[config.mk]
export PLATFORM = sky130hd
export DESIGN_NAME = keypad_entry
export DESIGN_NICKNAME = d
export VERILOG_FILES = /design/src/rtl/keypad_entry.sv
export SDC_FILE = /design/constraint.sdc
export NUM_CORES = 1
export LEC_CHECK = 0
export CAP_MARGIN = 20
export CORE_MARGIN = 2
export CORE_UTILIZATION = 45
export CTS_BUF_LIST = sky130_fd_sc_hd__clkbuf_4
export CTS_CLUSTER_DIAMETER = 50
export DETAILED_ROUTE_END_ITERATION = 6
export PLACE_DENSITY = 0.7
export SYNTH_ARGS = -nofsm -noshare
export SYNTH_HDL_FRONTEND = slang
export SYNTH_SLANG_ARGS = --single-unit
export TNS_END_PERCENT = 10
[constraint.sdc]
create_clock -name clk -period 1.6 [get_ports clk]
set_input_delay 0.16 -clock clk [delete_from_list [all_inputs] [get_ports clk]]
set_output_delay 0.16 -clock clk [all_outputs]
set_load 0.02 [all_outputs]
[src/rtl/keypad_entry.sv]
// Keypad front end for the lock: conditions the digit and submit buttons, gathers up to
// four digits into the in_test slots and issues the strobes that code_checker consumes.
module keypad_entry #(
  parameter int DIGIT_W         = 4,
  parameter int DEBOUNCE_CYCLES = 4,
  parameter int TIMEOUT_CYCLES  = 1000
) (
  input  logic               clk,
  input  logic               reset,
  input  logic [DIGIT_W-1:0] key_value,
  input  logic               key_press,
  input  logic               submit_btn,
  input  logic               input_reset,
  output logic [DIGIT_W-1:0] in_test0,
  output logic [DIGIT_W-1:0] in_test1,
  output logic [DIGIT_W-1:0] in_test2,
  output logic [DIGIT_W-1:0] in_test3,
  output logic [2:0]         num_inputs,
  output logic               input_value,
  output logic               compare,
  output logic               overflow,
  output logic               timeout
);

  localparam int CNT_W = (DEBOUNCE_CYCLES > 1) ? $clog2(DEBOUNCE_CYCLES) : 1;
  localparam int TMR_W = $clog2(TIMEOUT_CYCLES);
  localparam logic [CNT_W-1:0] CNT_LAST = CNT_W'(DEBOUNCE_CYCLES - 1);
  localparam logic [TMR_W-1:0] TMR_LAST = TMR_W'(TIMEOUT_CYCLES - 1);

  typedef enum logic [1:0] {IDLE, ENTRY, DONE} state_t;

  // Bit 0 is the digit button, bit 1 the submit button.
  logic [1:0]       raw;
  logic [1:0]       sync1_q, sync2_q;
  logic [1:0]       stable_q, stable_d;
  logic [1:0]       event_q, event_d;
  logic [CNT_W-1:0] cnt_q [2];
  logic [CNT_W-1:0] cnt_d [2];

  state_t             state_q, state_d;
  logic [DIGIT_W-1:0] slot_q [4];
  logic [DIGIT_W-1:0] slot_d [4];
  logic [2:0]         num_q, num_d;
  logic [TMR_W-1:0]   timer_q, timer_d;
  logic               inputValue_q, inputValue_d;
  logic               compare_q, compare_d;
  logic               overflow_q, overflow_d;
  logic               timeout_q, timeout_d;

  logic keyEvt, subEvt;

  assign raw    = {submit_btn, key_press};
  assign keyEvt = event_q[0];
  assign subEvt = event_q[1];

  // A level change is accepted only after DEBOUNCE_CYCLES consecutive differing samples;
  // only the accepted 0->1 change raises a one-cycle event.
  always_comb begin
    stable_d = stable_q;
    event_d  = '0;
    cnt_d    = cnt_q;
    for (int b = 0; b < 2; b++) begin
      if (sync2_q[b] == stable_q[b]) begin
        cnt_d[b] = '0;
      end else if (cnt_q[b] == CNT_LAST) begin
        cnt_d[b]    = '0;
        stable_d[b] = sync2_q[b];
        event_d[b]  = sync2_q[b];
      end else begin
        cnt_d[b] = cnt_q[b] + 1'b1;
      end
    end
  end

  always_ff @(posedge clk or posedge reset) begin
    if (reset) begin
      sync1_q  <= '0;
      sync2_q  <= '0;
      stable_q <= '0;
      event_q  <= '0;
      cnt_q    <= '{default: '0};
    end else begin
      sync1_q  <= raw;
      sync2_q  <= sync1_q;
      stable_q <= stable_d;
      event_q  <= event_d;
      cnt_q    <= cnt_d;
    end
  end

  // Entry FSM; input_reset beats submit, submit beats timer expiry, expiry beats a key.
  always_comb begin
    state_d      = state_q;
    slot_d       = slot_q;
    num_d        = num_q;
    timer_d      = timer_q;
    inputValue_d = 1'b0;
    compare_d    = 1'b0;
    overflow_d   = 1'b0;
    timeout_d    = 1'b0;
    if (input_reset) begin
      state_d = IDLE;
      slot_d  = '{default: '0};
      num_d   = '0;
      timer_d = '0;
    end else begin
      case (state_q)
        IDLE: begin
          if (keyEvt && !subEvt) begin
            slot_d[0]    = key_value;
            num_d        = 3'd1;
            timer_d      = '0;
            inputValue_d = 1'b1;
            state_d      = ENTRY;
          end
        end
        ENTRY: begin
          if (subEvt) begin
            compare_d = 1'b1;
            timer_d   = '0;
            state_d   = DONE;
          end else if (timer_q == TMR_LAST) begin
            slot_d    = '{default: '0};
            num_d     = '0;
            timer_d   = '0;
            timeout_d = 1'b1;
            state_d   = IDLE;
          end else if (keyEvt) begin
            timer_d = '0;
            if (num_q == 3'd4) begin
              overflow_d = 1'b1;
            end else begin
              slot_d[num_q[1:0]] = key_value;
              num_d              = num_q + 3'd1;
              inputValue_d       = 1'b1;
            end
          end else begin
            timer_d = timer_q + 1'b1;
          end
        end
        DONE: begin
          state_d = DONE;
        end
        default: begin
          state_d = IDLE;
        end
      endcase
    end
  end

  always_ff @(posedge clk or posedge reset) begin
    if (reset) begin
      state_q      <= IDLE;
      slot_q       <= '{default: '0};
      num_q        <= '0;
      timer_q      <= '0;
      inputValue_q <= 1'b0;
      compare_q    <= 1'b0;
      overflow_q   <= 1'b0;
      timeout_q    <= 1'b0;
    end else begin
      state_q      <= state_d;
      slot_q       <= slot_d;
      num_q        <= num_d;
      timer_q      <= timer_d;
      inputValue_q <= inputValue_d;
      compare_q    <= compare_d;
      overflow_q   <= overflow_d;
      timeout_q    <= timeout_d;
    end
  end

  assign in_test0    = slot_q[0];
  assign in_test1    = slot_q[1];
  assign in_test2    = slot_q[2];
  assign in_test3    = slot_q[3];
  assign num_inputs  = num_q;
  assign input_value = inputValue_q;
  assign compare     = compare_q;
  assign overflow    = overflow_q;
  assign timeout     = timeout_q;

endmodule

==> reports/metrics.yaml <==
floorplanning:
  start_util_pct: 46.2
  die_h_um: 73.4
  rows: 25
  die_w_um: 73.4
  core_mm2: 0.00469
  die-area_mm2: 0.00539
  io_pins: 32
timing:
  maxSlewHeadroom_pct: 71.4
  drv_slew: 0
  tightest_slew_ns: 0.429
  fin_hold_ws_ns: 0.0848
  fin_worst_skew_ns: 0.0159
  layout_min_cycle_time_ns: 1.82
  fin_tns_setup_ns: -3.98
  rsz0062_at_grt: "true"
  hold_viol: 0
  fmax_ghz: 0.550
  finalSetupViolations: 33
  timing.final.crit_share_pct: 114
  setup_ws_ns: -0.219
power_and_ir_drop:
  p_seq_share_pct: 52.7
  swShare_pct: 27.5
  p_sw_w: 0.000698
  max-vdd-ir-drop_v: 0.000654
  p_comb_share_pct: 19.0
  p_leak_nw: 1.33
  p_int_w: 0.00184
  clock_power_share_pct: 28.3
  power_density_mw_per_mm2: 815
detailed_routing:
  drt-wirelength-per-cell_um: 15.4
  vias_per_cell: 5.58
  vias: 1865
  totalWireLength_mm: 5.14
  drc_errors: 0
  drtPass1Iterations: 4
  drtIter0Drc: 84
  antenna_left: 0
flow_run:
  maxCapViolCount: 0
global_route:
  grt_use_total_pct: 21.1
  grt_pass1_wl_mm: 8.66
  grt_overflow: 0
  grt_max_degree: 18
  grt_pass1_vias: 1868
  antenna_found_initial: 0
run_status:
  outcome: "finished with violations"
  violations: "negative setup slack"
final_layout:
  fin_cells: 334
  drive_gt1_share_pct: 30.0
  syn_to_final_growth_pct: 43.2
  diodes: 0
  final_nets: 295
  layout_common_cells: "44 x dfrtp_1, 41 x buf_4, 27 x clkdlybuf4s50_1"
  final_common_cell: "dfrtp_1"
clocking:
  cts_tree: "done"
  numCtsBuffers: 5
  cts.sinks: 47
  cts_max_path_buffers: 2
  clock-root-buffer: "clkbuf_4"
  clk_transition_reported_paths_ns: 0.14
  htreeDepth: 2
  worst_skew_pair.late_latency_ns: 0.37
placement:
  dp_hpwl_mm: 3.84
  gp_congestion: 0.897
  dp.cells: 323
  io_buffers: 31
yosys:
  ys_seq_area_share_pct: 54.2
  ys_async_sr_fraction_pct: 100
  synthCells: 201
  synth.distinct_cells: 44
  synth_area_mm2: 0.00217
  synth.net_count: 217
  synth_edf_count: 0
  yosys_warnings: 0
  syn_area_per_cell_um2: 10.8
  synthFlopType: "dfrtp_1"
  synth-seq-cells: 47
setup_path:
  cp_max_fo: 4
  worstSetupPathType: "flop to flop"
  worst-endpoint-arrival_ns: 2.08
  cp-start-kind: "flop"
  crit_path_end_kind: "flop"
  crit_required_ns: 1.86
min_path:
  hold_path.class: "input port to async pin"
[power groups by stage]
stage / clock, W / sequential [W] / combinational, W
CTS: 0.000737 / 0.00134 / 0.000473
global placement: 0 / 0.00136 / 0.000448
finish: 0.000717 / 0.00133 / 0.000482
floorplan: 0 / 0.00138 / 0.000246
global route: 0.000778 / 0.00135 / 0.000540
detailed placement: 0 / 0.00136 / 0.000456
[metrics by stage]
step	setup WS, ns	power [W]	utilization [%]	cell area, um2
floorplan	-0.0712	0.00162	-	2220
global placement	-0.267	0.00180	61.7	2890
detailed placement	-0.283	0.00182	61.7	2890
CTS	-0.159	0.00255	65.2	3060
global route	-0.270	0.00266	66.2	3110
finish	-0.219	0.00253	66.2	3110
[sequential cells by signal, indices dropped and copies added, names as in the netlist, 3 cells and up]
register	flops
cnt_q	4
in_test1	4
num_inputs	3
in_test0	4
timer_q	10
in_test3	4
in_test2	4
[final cells by class]
cell class / count / area [um2]
Inverter: 14 / 52.6
Fill cell: 345 / 1590
Sequential cell: 47 / 1180
Tap cell: 54 / 67.6
Clock inverter: 3 / 43.8
Multi-Input combinational cell: 135 / 1050
Timing Repair Buffer: 76 / 679
Clock buffer: 5 / 37.5
[final timing paths]
path / from / to / slack (ns) / cells after the start
setup / recovery: timer_q[1] / in_test0[2] / -0.22 / 6
hold / removal: reset / timer_q[3] / 0.08 / 2
setup reg to reg: timer_q[1] / in_test0[2] / -0.22 / 6
hold reg to reg: sync1_q[1] / sync2_q[1] / 0.36 / 0
max in group asynchronous: reset / num_inputs[0] / 1.07 / 3
min in group clk: key_press / sync1_q[0] / 0.22 / 1
[critical path, cell delays in order (launching register included)]
cell and delay [ns]:
dfrtp_1 0.40, ha_2 0.21, nand4_1 0.19, buf_4 0.21, or3_4 0.37, a21oi_4 0.20
o32ai_1 0.12
[cells by family (layout without fill, tap and decap cells)]
kind of cell / after synthesis / after routing / synth area share, %
AND/OR/NAND/NOR: 68 / 68 / 16.4
AO/OA/AOI/OAI: 55 / 55 / 18.9
flip-flops: 47 / 47 / 54.2
buffers and inverters: 19 / 98 / 4.32
adder cells (fa/ha/maj): 7 / 7 / 4.04
XOR/XNOR: 4 / 4 / 1.62
multiplexers: 1 / 1 / 0.461
[what timing repair did]
action | 4_1_cts | 5_1_grt
hold buffers | 0 | 0
endpoints found under the setup margin | 35 | 34
setup buffers | 3 | 0
pin swaps | 5 | 10
resized for setup | 14 | 13
[routing by layer]
| layer | wire, um | track usage (%) | up-vias |
|---|---|---|---|
| met2 | 2540 | 32.7 | 29 |
| met5 | 0 | 0 | - |
| met3 | 133 | 4.66 | 12 |
| met1 | 2340 | 28.9 | 919 |
| met4 | 128 | 8.48 | 0 |
| li1 | - | - | 905 |
[cell usage after synthesis (2+ instances only)]
master,number,area share [%]
a31oi_1,4,1.2
xnor2_1,3,1.2
o32ai_1,7,2.8
o21ai_0,8,1.8
and2_1,3,0.87
clkinv_1,2,0.35
a21oi_1,9,2.1
nand4_1,6,1.7
nand3_1,10,2.3
nor2_1,6,1.0
inv_1,12,2.1
or3_1,2,0.58
o311ai_0,3,1.2
nor4_1,2,0.58
a32o_1,2,0.92
a22o_1,12,4.8
buf_6,2,1.0
nor2b_1,2,0.58
or2_2,2,0.58
buf_4,2,0.69
ha_1,7,4.0
nor3_1,6,1.4
dfrtp_1,47,54
nand2_1,21,3.6
or3b_1,2,0.81
(Power assumes the default switching activity.)
